===== config.mk =====
export PLATFORM = sky130hd
export DESIGN_NAME = xnor_reduce_pipe
export DESIGN_NICKNAME = d
export VERILOG_FILES = /design/src/rtl/xnor_reduce_pipe.sv
export SDC_FILE = /design/constraint.sdc
export NUM_CORES = 1
export LEC_CHECK = 0
export ABC_AREA = 1
export BUFFER_PORTS_ARGS = -buffer_cell sky130_fd_sc_hd__buf_2
export CELL_PAD_IN_SITES_DETAIL_PLACEMENT = 1
export CELL_PAD_IN_SITES_GLOBAL_PLACEMENT = 1
export CORE_MARGIN = 3
export CORE_UTILIZATION = 33
export CTS_BUF_LIST = sky130_fd_sc_hd__clkbuf_16
export CTS_CLUSTER_SIZE = 30
export DETAILED_ROUTE_END_ITERATION = 12
export GPL_TIMING_DRIVEN = 0
export PLACE_DENSITY = 0.84
export SYNTH_ARGS = -nofsm -noshare
export SYNTH_HDL_FRONTEND = slang
export SYNTH_SLANG_ARGS = --single-unit

===== constraint.sdc =====
create_clock -name clk -period 1.59 [get_ports clk]
set_clock_uncertainty 0.1 [all_clocks]
set_input_delay 0.0795 -clock clk [delete_from_list [all_inputs] [get_ports clk]]
set_output_delay 0.0795 -clock clk [all_outputs]
set_load 0.02 [all_outputs]

===== src/rtl/xnor_reduce_pipe.sv =====
// Pipelined NIN-operand XOR/XNOR gate array with valid/ready flow control.
// Result is extended to OUT_W and parity-reduced before the first register stage.
module xnor_reduce_pipe #(
  parameter int unsigned WIDTH  = 4,
  parameter int unsigned NIN    = 3,
  parameter int unsigned STAGES = 2,
  parameter int unsigned OUT_W  = 8,
  parameter bit          SIGNED = 1'b0
) (
  input  logic                   clk,
  input  logic                   rst_n,
  input  logic                   in_valid,
  output logic                   in_ready,
  input  logic [NIN*WIDTH-1:0]   in_data,
  input  logic                   in_xnor,
  output logic                   out_valid,
  input  logic                   out_ready,
  output logic [OUT_W-1:0]       out_data,
  output logic                   out_par
);

  logic [WIDTH-1:0]  res;
  logic [OUT_W-1:0]  ext;

  logic [STAGES-1:0] v_q, v_d, v_in, adv, ld, pl;
  logic [STAGES-1:0] par_q, par_d;
  logic [OUT_W-1:0]  data_q [STAGES];
  logic [OUT_W-1:0]  data_d [STAGES];

  // XNOR is XOR seeded with all-ones, so a single operand is simply inverted.
  always_comb begin
    res = {WIDTH{in_xnor}};
    for (int unsigned k = 0; k < NIN; k++) begin
      res = res ^ in_data[k*WIDTH +: WIDTH];
    end
    ext = '0;
    ext[WIDTH-1:0] = res;
    for (int unsigned i = WIDTH; i < OUT_W; i++) begin
      ext[i] = SIGNED ? res[WIDTH-1] : 1'b0;
    end
  end

  // Stall chain walks from the output back to the input; nxt carries adv[s+1].
  always_comb begin
    logic nxt;
    adv = '0;
    nxt = v_q[STAGES-1] & out_ready;
    adv[STAGES-1] = nxt;
    for (int unsigned k = 1; k < STAGES; k++) begin
      nxt = v_q[STAGES-1-k] & (~v_q[STAGES-k] | nxt);
      adv[STAGES-1-k] = nxt;
    end
    ld       = ~v_q | adv;
    in_ready = rst_n & ld[0];
  end

  always_comb begin
    v_in[0]   = in_valid;
    data_d[0] = ext;
    par_d[0]  = ^res;
    for (int unsigned s = 1; s < STAGES; s++) begin
      v_in[s]   = v_q[s-1];
      data_d[s] = data_q[s-1];
      par_d[s]  = par_q[s-1];
    end
    v_d = (ld & v_in) | (~ld & v_q);
    pl  = ld & v_in;
  end

  always_ff @(posedge clk or negedge rst_n) begin
    if (!rst_n) begin
      v_q   <= '0;
      par_q <= '0;
      for (int unsigned s = 0; s < STAGES; s++) begin
        data_q[s] <= '0;
      end
    end else begin
      v_q <= v_d;
      for (int unsigned s = 0; s < STAGES; s++) begin
        if (pl[s]) begin
          data_q[s] <= data_d[s];
          par_q[s]  <= par_d[s];
        end
      end
    end
  end

  assign out_valid = v_q[STAGES-1];
  assign out_data  = data_q[STAGES-1];
  assign out_par   = par_q[STAGES-1];

endmodule


==> results of run 1 <==
[layer usage]
layer | share of wire | global-route usage | routed length, um
met4 | 0.014 | 0.0521 | 25
met3 | 0.068 | 0.0280 | 126
met5 | 0 | 0 | 0
met2 | 0.54 | 0.267 | 1000
met1 | 0.37 | 0.136 | 688
[cell families (layout without fill, tap and decap cells)]
kind of cell,Yosys count,count (layout)
simple gates,71,71
flops,12,12
other cells,1,4
mux,5,5
compound gates,4,4
buf+inv,28,56
[placed cells by master (no fill, tap or decap)]
| master | Yosys | final |
|---|---|---|
| nand2_1 | 51 | 51 |
| dfrtp_1 | 12 | 12 |
| buf_2 | 0 | 23 |
| conb_1 | 1 | 4 |
| mux2_2 | 5 | 5 |
| dlygate4sd3_1 | 0 | 1 |
| clkbuf_16 | 0 | 3 |
| nor2_2 | 5 | 5 |
| nand2_2 | 8 | 8 |
| clkinv_1 | 0 | 1 |
| inv_2 | 2 | 2 |
| buf_4 | 5 | 5 |
| inv_1 | 21 | 21 |
| nor2_1 | 3 | 3 |
| o21ai_0 | 4 | 4 |
| nand3_1 | 2 | 2 |
| nand4_1 | 2 | 2 |
[area by class of cell]
cell class	instances	area [um2]
Fill cell	313	1210
Multi-Input combinational cell	84	398
Sequential cell	12	300
Timing Repair Buffer	24	125
Inverter	23	86.3
Clock buffer	3	75.1
Buffer	5	37.5
Tap cell	28	35.0
Clock inverter	1	3.75
[critical path, delay by kind of cell]
kind                   cells  cell delay (ps)
buffers and inverters      4             1010
AND/OR/NAND/NOR            1              110
[stage by stage]
| step | util | instance area [um2] | setup WS (ps) | hold WS, ps |
|---|---|---|---|---|
| 2_1_floorplan | - | 822 | 321 | -316 |
| 3_3_place_gp | 0.427 | 972 | 426 | -137 |
| 3_5_place_dp | 0.427 | 972 | 373 | -129 |
| 4_1_cts | 0.466 | 1060 | 178 | 43.5 |
| 5_1_grt | 0.466 | 1060 | 81.2 | 81.7 |
| 6_report | 0.466 | 1060 | 209 | 40.0 |
[worst paths after layout]
| kind | endpoint | slack (ps) |
|---|---|---|
| worst max-delay path | in_ready | 210 |
| worst min-delay path | register | 40 |
| worst max register to register | out_data[0] | 350 |
| worst min register to register | data_d[0] | 400 |
| max in group asynchronous | out_data[1] | 1010 |
| min in group asynchronous | asynchronous set/reset pin | 160 |
[timing repair]
| action | in CTS | in global routing |
|---|---|---|
| endpoints found under the hold margin | 12 | 0 |
| hold buffers | 1 | 0 |
| resized for setup | 0 | 0 |
[where the power goes]
group	switching (mW)	leakage (nW)	total [mW]	internal [mW]
Combinational	0.240	0.490	0.399	0.159
Sequential	0.0452	0.146	0.436	0.391
Clock	0.125	0.0385	0.456	0.331
Total	0.411	0.674	1.29	0.880
==> qor.yml, run 1 <==
status:
  outcome: "finished, final reports clean"
clock_network:
  ctsLongestPathBuffers: 2
  clock-root-buffer: "clkbuf_16"
  h-tree-depth: 1
  clock-sinks: 12
  tritoncts: "done"
  clock_latency_ps: 240
  clk_pin_slew_ps: 40
  cts_buffers: 3
  post_cts_buffers: 0
placed_design:
  io_buffer_count: 23
  placed_cells: 175
  place_congestion: 0.761
  dp_hpwl_mm: 1.57
pwr:
  finalPower_mw: 1.29
  powerDensity_nw_per_um2: 1220
  power.leakage_nw: 0.674
  peakVddDrop_mv: 0.533
synth:
  synthAdderAreaFrac: 0
  netlist_top_cells_count: "nand2_1, inv_1, dfrtp_1"
  async_flop_share: 1.00
  synth_top_area_frac: 0.370
  yosysUniqueCellTypes: 13
  yosysSeqAreaShare: 0.370
  synth_area_leaders: "dfrtp_1, nand2_1, inv_1, mux2_2, nand2_2"
  synth_top_cell_by_area: "dfrtp_1"
  yosys.area_share.simple: 0.378
  syn_area_per_cell_um2: 6.70
  synth_area_um2: 811
  ys_warn_count: 0
  yosysMostFrequentCell: "nand2_1"
  synth_compound_area_frac: 0.0247
  synth_top_family_by_area: "simple AND/OR/NAND/NOR gates"
  synthMuxAreaShare: 0.0694
  synth_xor_area_frac: 0
  synth-edff-count: 0
  synthFlopType: "dfrtp_1"
  syn_inst: 121
  synth_seq_cells: 12
critical_path:
  cp_max_fo: 13
  critical_path.cell_chain: "dlygate4sd3_1 -> buf_2 -> nand2_1 -> inv_1 -> buf_2"
  crit_top_cell: "buf_2"
  worstSetupPathType: "input pin to primary output"
  rr_worst_depth: 3
  max_stage_delay_ps: 520
  startpoint: "rst_n"
  endpoint_kind: "primary output"
  cp_data_required_time_ps: 1410
  start_kind: "input pin"
  cp_slowest_cell: "dlygate4sd3_1"
  worst_ep_arrival_time_ps: 1200
floorplanning:
  coreArea_um2: 2280
  start_util: 0.356
  die_x_um: 55.6
  rows: 17
  pin_count: 28
  die_h_um: 55.6
  die-area_um2: 3090
grt:
  grt_pass1_vias: 838
  grtUsageTotal: 0.136
  grt_overflow: 0
  antenna_found_initial: 0
  grt_max_degree: 14
  grt_first_pass_wirelength_mm: 3.42
route:
  drtIter0Drc: 9
  routedWlPerCell_um: 10.2
  ant_nets: 0
  vias: 800
  drc: 0
  drt_first_pass_iters: 4
  routed_wl_mm: 1.84
  vias_per_cell: 4.44
worst_hold_path:
  hold_path_class: "input pin to register"
  worst_hold_path.num_cells: 4
  min_from: "out_ready"
timing:
  finalSetupTns_ps: 0
  setup_violations: 0
  rsz0062_at_grt: "no"
  slew_violations: 0
  min_period_ps: 1380
  hold_viol: 0
  post-route-period-util: 0.869
  fmax_mhz: 724
finish:
  final_cells: 180
  antenna_cells: 0
  area_delta_synth_final_pct: 30.9
  drive_gt1_frac: 0.336
  final_net_count: 170
run:
  drv_cap: 0
Note: power is estimated with default switching activity, not from simulation.
==> run 2: changes to the inputs <==
- ABC_AREA: 1 -> default
- CORE_UTILIZATION: 33 -> 34
- CTS_CLUSTER_DIAMETER: default -> 150
- PLACE_DENSITY: 0.84 -> 0.82
==> run 2 against run 1 <==
Effect of this change: die area decreased by 18%; critical path type unchanged; highest routed layer unchanged; cell area decreased by 13%; via count decreased by 42%; combinational power decreased by 5%; sequential power increased by 2%; hold slack improved by 15 ps; fmax decreased by 0.20%; critical endpoint unchanged; global-route usage decreased by 2.0 points.
==> qor.yml, run 2 <==
timing:
  hold_viol: 0  # unchanged
  min_period_ps: 1380  # about the same
  post-route-period-util: 0.870  # was 0.869
  setup_violations: 0  # unchanged
  slew_violations: 0  # unchanged
  rsz0062_at_grt: "no"  # unchanged
  finalSetupTns_ps: 0  # unchanged
  fmax_mhz: 723  # was 724 MHz
finish:
  regArea_um2: 300  # unchanged
  final_net_count: 102  # was 170
  finalInstanceArea_um2: 918  # was 1060 um2
  final_cell_mix: "buf_2, dfrtp_1, xnor2_1"  # was nand2_1, buf_2, inv_1
  drive_gt1_frac: 0.488  # was 0.336
  multi_input_area_um2: 337  # was 398 um2
  nFillCells: 208  # was 313
  area_delta_synth_final_pct: 37.7  # was 30.9%
  layout_commonest_cell: "buf_2"  # was nand2_1
  antenna_cells: 0  # unchanged
synth:
  yosysMostFrequentCell: "dfrtp_1"  # was nand2_1
  synth_seq_cells: 12  # unchanged
  syn_area_per_cell_um2: 12.6  # was 6.70 um2
  async_flop_share: 1.00  # unchanged
  synthFlopType: "dfrtp_1"  # unchanged
  synth_top_area_frac: 0.450  # was 0.370
  syn_inst: 53  # was 121
  yosysSeqAreaShare: 0.450  # was 0.370
  ys_warn_count: 0  # unchanged
  synth_area_leaders: "dfrtp_1, xnor2_2, xnor2_1, mux2_2, buf_4"  # was dfrtp_1, nand2_1, inv_1, mux2_2, nand2_2
  synth_top_cell_by_area: "dfrtp_1"  # unchanged
  synth-edff-count: 0  # unchanged
  netlist_top_cells_count: "dfrtp_1, xnor2_1, mux2_2, nand2_1, xnor2_2"  # was nand2_1, inv_1, dfrtp_1
  yosysUniqueCellTypes: 15  # was 13
  synth_area_um2: 667  # was 811 um2
grt:
  grt_first_pass_wirelength_mm: 2.09  # was 3.42 mm
  antenna_found_initial: 0  # unchanged
  met3_usage: 0.0267  # was 0.0280
  grt_overflow: 0  # unchanged
  use_met2: 0.215  # was 0.267
  grt_pass1_vias: 504  # was 838
  top_usage_layer: "met2"  # unchanged
  grtUsageMet1: 0.110  # was 0.136
  grtUsageTotal: 0.116  # was 0.136
  grt_max_degree: 14  # unchanged
run:
  drv_cap: 0  # unchanged
floorplanning:
  rows: 15  # was 17
  die_h_um: 50.3  # was 55.6 um
  pin_count: 28  # unchanged
  die_x_um: 50.3  # was 55.6 um
  start_util: 0.374  # was 0.356
  die-area_um2: 2530  # was 3090 um2
  coreArea_um2: 1780  # was 2280 um2
status:
  outcome: "finished, final reports clean"  # unchanged
clock_network:
  clock_latency_ps: 240  # about the same
  tritoncts: "done"  # unchanged
  post_cts_buffers: 0  # unchanged
  ctsLongestPathBuffers: 2  # unchanged
  clock-sinks: 12  # unchanged
  clock-root-buffer: "clkbuf_16"  # unchanged
  h-tree-depth: 1  # unchanged
  cts_buffers: 3  # unchanged
  clk_pin_slew_ps: 40  # about the same
pwr:
  peakVddDrop_mv: 0.502  # was 0.533 mV
  power.leakage_nw: 0.441  # was 0.674 nW
  powerDensity_nw_per_um2: 1400  # was 1220 nW/um2
route:
  routedWlPerCell_um: 11.4  # was 10.2 um
  drc: 0  # unchanged
  vias: 463  # was 800
  drt_first_pass_iters: 1  # was 4
  ant_nets: 0  # unchanged
  routed_wl_mm: 1.24  # was 1.84 mm
  vias_per_cell: 4.25  # was 4.44
  drtIter0Drc: 0  # was 9
placed_design:
  place_congestion: 0.666  # was 0.761
  io_buffer_count: 22  # was 23
  place_area_um2: 820  # was 972 um2
critical_path:
  cp_data_required_time_ps: 1410  # about the same
  start_kind: "input pin"  # unchanged
  cp_max_fo: 13  # unchanged
  endpoint_kind: "primary output"  # unchanged
  worstSetupPathType: "input pin to primary output"  # unchanged
  worst_ep_arrival_time_ps: 1200  # about the same
worst_hold_path:
  hold_path_class: "input pin to register"  # unchanged
run 2: cell types whose count changed after synthesis, sizes merged, moves of 3 or more:
cell and change:
inv -23, nand2 -54, nand2b +3, nor2 -8, xnor2 +13
run 2: final timing paths:
| check | to | depth (start not counted) | startpoint | slack, ps |
|---|---|---|---|---|
| worst max-delay path | in_ready | 4 | rst_n | 210 |
| worst min-delay path | register | 3 | out_ready | 60 |
| worst max register to register | data_d[3] | 3 | register | 250 |
| worst min register to register | data_d[0] | 2 | data_d[0] | 390 |
| max in group asynchronous | data_d[0] | 2 | rst_n | 1020 |
| min in group asynchronous | out_data[1] | 2 | rst_n | 150 |
run 2: power by group:
part	leakage, nW	total (mW)	internal [mW]	switching (mW)
clock network	0.0385	0.463	0.331	0.132
registers	0.142	0.445	0.400	0.0452
logic	0.261	0.381	0.184	0.197
total	0.441	1.29	0.915	0.375
run 2: critical path, cell delays in order:
cell and delay [ps]:
dlygate4sd3_1 520, buf_2 270, and2_1 170, buf_2 160
run 2: area by class of cell:
type / count / area share
buffer: 5 / 0.0450
clock inverter: 1 / 0.00409
timing repair buffer: 24 / 0.142
clock buffer: 3 / 0.0817
tap: 25 / 0.0341
multi-input combinational: 39 / 0.366
sequential: 12 / 0.327
run 2: through the flow:
stage          worst slack [ps]  instances  hold WS (ps)  power (mW)   util
2_1_floorplan               258         56          -316       0.711      -
6_report                    206        109          55.1        1.29  0.515
4_1_cts                     184        109          53.8        1.31  0.515
5_1_grt                     114        109          60.4        1.37  0.515
3_3_place_gp                308        103          -132       0.813  0.460
3_5_place_dp                266        103          -126       0.827  0.460
run 2: logic make-up (layout without fill, tap and decap cells):
family                    after synthesis  in the layout  synth area share
xor gates and xnor gates               15             15             0.265
DFF                                    12             12             0.450
and+or+nand+nor                        10             10            0.0769
muxes                                   7              7             0.118
buffers and inverters                   5             33            0.0619
AOI/OAI and AO/OA                       3              3            0.0225
other                                   1              4           0.00562
run 2: per-layer routing:
layer	up-vias	share of wire	routed length (um)
li1	220	-	-
met1	217	0.36	440
met2	24	0.53	659
met3	2	0.094	116
met4	0	0.019	23
met5	-	0	0
run 2: timing repair:
item,4_1_cts,5_1_grt
setup endpoints to repair,0,0
endpoints found under the hold margin,13,0
gates resized for setup,0,0
hold buffers,2,0
==> run 3: changes to the inputs <==
- CELL_PAD_IN_SITES_DETAIL_PLACEMENT: 1 -> default
- CELL_PAD_IN_SITES_GLOBAL_PLACEMENT: 1 -> default
- CORE_UTILIZATION: 34 -> 39
- PLACE_DENSITY: 0.82 -> 0.74
- clock period: 1.59 -> 1.4 ns (I/O delays scaled with it)
==> run 3 against run 2 <==
Effect of this change: sequential share of layout area grew 0.45 points; first-iteration DRC count stayed put; cell count down 9.2%; via count fell by 6.5%; register-to-register slack worse by 150 ps; cell area down 1.4%; critical path type is now register to register; largest cell class unchanged; highest routed layer unchanged.
==> qor.yml, run 3 (synthesis gave the netlist of run 2 again) <==
clock_network:
  tritoncts: "done"  # unchanged
  clk_pin_slew_ps: 40  # about the same
  clock_latency_ps: 240  # about the same
  ctsLongestPathBuffers: 2  # unchanged
  post_cts_buffers: 0  # unchanged
  clock-root-buffer: "clkbuf_16"  # unchanged
  h-tree-depth: 1  # unchanged
  cts_buffers: 3  # unchanged
  clock-sinks: 12  # unchanged
finish:
  final_cell_mix: "buf_2, dfrtp_1, xnor2_1"  # unchanged
  final_cells: 99  # was 109
  drive_gt1_frac: 0.494  # was 0.488
  final_net_count: 102  # unchanged
  layout_commonest_cell: "buf_2"  # unchanged
  nFillCells: 139  # was 208
  antenna_cells: 0  # unchanged
  area_delta_synth_final_pct: 35.8  # was 37.7%
pwr:
  p_sw_frac: 0.278  # was 0.291
  power_switching_uw: 398  # was 375 uW
  powerDensity_nw_per_um2: 1580  # was 1400 nW/um2
  combinationalPowerShare: 0.299  # was 0.296
  seqPwrFrac: 0.350  # was 0.345
  intPower_mw: 1.03  # was 915 uW
  power.leakage_nw: 0.440  # was 0.441 nW
  peakVddDrop_mv: 0.687  # was 0.502 mV
  clkPwrFrac: 0.352  # was 0.359
timing:
  finalSetupTns_ps: 0  # unchanged
  fmax_mhz: 769
  setup_violations: 0  # unchanged
  setup_slack_ps: 99.7  # was 206 ps
  min_period_ps: 1300
  post-route-period-util: 0.929
  hold_viol: 0  # unchanged
  slew_violations: 0  # unchanged
  rsz0062_at_grt: "no"  # unchanged
route:
  routedWlPerCell_um: 9.75  # was 11.4 um
  drt_first_pass_iters: 1  # unchanged
  ant_nets: 0  # unchanged
  vias: 433  # was 463
  drc: 0  # unchanged
  drtIter0Drc: 0  # unchanged
  vias_per_cell: 4.37  # was 4.25
  routed_wl_um: 965  # was 1.24 mm
critical_path:
  cp_data_required_time_ps: 1410  # about the same
  worstSetupPathDepth: 3  # was 4
  worst_ep_arrival_time_ps: 1310  # was 1200 ps
  reg2reg_to: "data_d[3]"  # unchanged
  critical_path.cell_chain: "nand3b_1 -> nand2_1 -> mux2_1"  # was dlygate4sd3_1 -> buf_2 -> and2_1 -> buf_2
  crit_buf_inv: 0  # was 3
  worstSetupPathType: "register to register"  # was input pin to primary output
  start_kind: "register"  # was input pin
  max_stage_delay_ps: 360  # was 520 ps
  critPathTopFamily: "simple AND/OR/NAND/NOR gates"  # was buffers and inverters
  rr_worst_depth: 3  # unchanged
  cp_max_fo: 8  # was 13
  cp_slowest_cell: "mux2_1"  # was dlygate4sd3_1
  endpoint: "data_d[3]"  # was in_ready
  regToRegSetupSlack_ps: 100  # was 250 ps
  endpoint_kind: "register"  # was primary output
floorplanning:
  start_util: 0.428  # was 0.374
  die_h_um: 47.4  # was 50.3 um
  rows: 14  # was 15
  die_x_um: 47.4  # was 50.3 um
  pin_count: 28  # unchanged
  die-area_um2: 2240  # was 2530 um2
  coreArea_um2: 1560  # was 1780 um2
grt:
  grt_first_pass_wirelength_mm: 1.60  # was 2.09 mm
  grt_pass1_vias: 437  # was 504
  met3_usage: 0.0460  # was 0.0267
  grtUsageMet1: 0.121  # was 0.110
  grtUsageTotal: 0.109  # was 0.116
  top_usage_layer: "met2"  # unchanged
  antenna_found_initial: 0  # unchanged
  use_met2: 0.163  # was 0.215
  grt_max_degree: 14  # unchanged
  grt_overflow: 0  # unchanged
placed_design:
  io_buffer_count: 22  # unchanged
  place_congestion: 0.656  # was 0.666
  placed_cells: 94  # was 103
  place_ws_ps: 95.6  # was 266 ps
worst_hold_path:
  hold_path_class: "input pin to register"  # unchanged
run:
  drv_cap: 0  # unchanged
status:
  outcome: "finished, final reports clean"  # unchanged
==> run 3: cell types whose count changed in the layout (fill, tap and decap cells not counted) <==
cell      before  now
buf_2         22   21
clkinv_1       1    0
clkbuf_4       0    1
==> run 3: cell type report <==
cell class	instances	area (um2)	area share
Buffer	5	41.3	0.0456
Sequential cell	12	300	0.331
Clock buffer	3	75.1	0.0829
Multi-Input combinational cell	39	337	0.372
Timing Repair Buffer	24	133	0.146
Tap cell	16	20.0	0.0221
==> run 3: worst min-delay path by stage <==
stage,start,to,slack [ps],cells after the start
final,out_ready,register,30,3
after global placement,rst_n,par_q[1],-140,1
after CTS,out_ready,register,30,3
after global routing,out_ready,register,70,3
after detailed placement,rst_n,par_q[1],-140,1
after floorplan,rst_n,asynchronous set/reset pin,-330,0
==> run 3: worst reg2reg max path, delay by kind of cell, from the launching register on <==
family / cells / cell delay, ps
and+or+nand+nor: 2 / 370
muxes: 1 / 360
DFF: 1 / 350
==> run 3: stage by stage <==
stage,util,cell area (um2),power (mW),hold slack (ps)
2_1_floorplan,-,678,0.808,-326
6_report,0.581,906,1.43,30.6
5_1_grt,0.581,906,1.52,68.7
3_5_place_dp,0.518,808,0.937,-136
4_1_cts,0.579,903,1.45,33.3
3_3_place_gp,0.518,808,0.921,-143
==> run 3: routing by layer <==
layer  part of all wire  vias to the layer above
li1                   -                      221
met1               0.45                      183
met2               0.41                       26
met3               0.12                        3
met4              0.028                        0
met5                  0                        -
==> run 3: power by group through the flow <==
stage / combinational [mW] / sequential, mW / clock [mW]
4_1_cts: 0.434 / 0.503 / 0.511
3_5_place_dp: 0.429 / 0.508 / 0
5_1_grt: 0.469 / 0.519 / 0.533
2_1_floorplan: 0.231 / 0.576 / 0
6_report: 0.428 / 0.501 / 0.503
3_3_place_gp: 0.418 / 0.503 / 0
==> run 3: what timing repair did <==
| item | in CTS | in global routing |
|---|---|---|
| hold buffers | 2 | 0 |
| hold endpoints to repair | 13 | 0 |
| gates resized for setup | 0 | 1 |
| endpoints found under the setup margin | 0 | 1 |
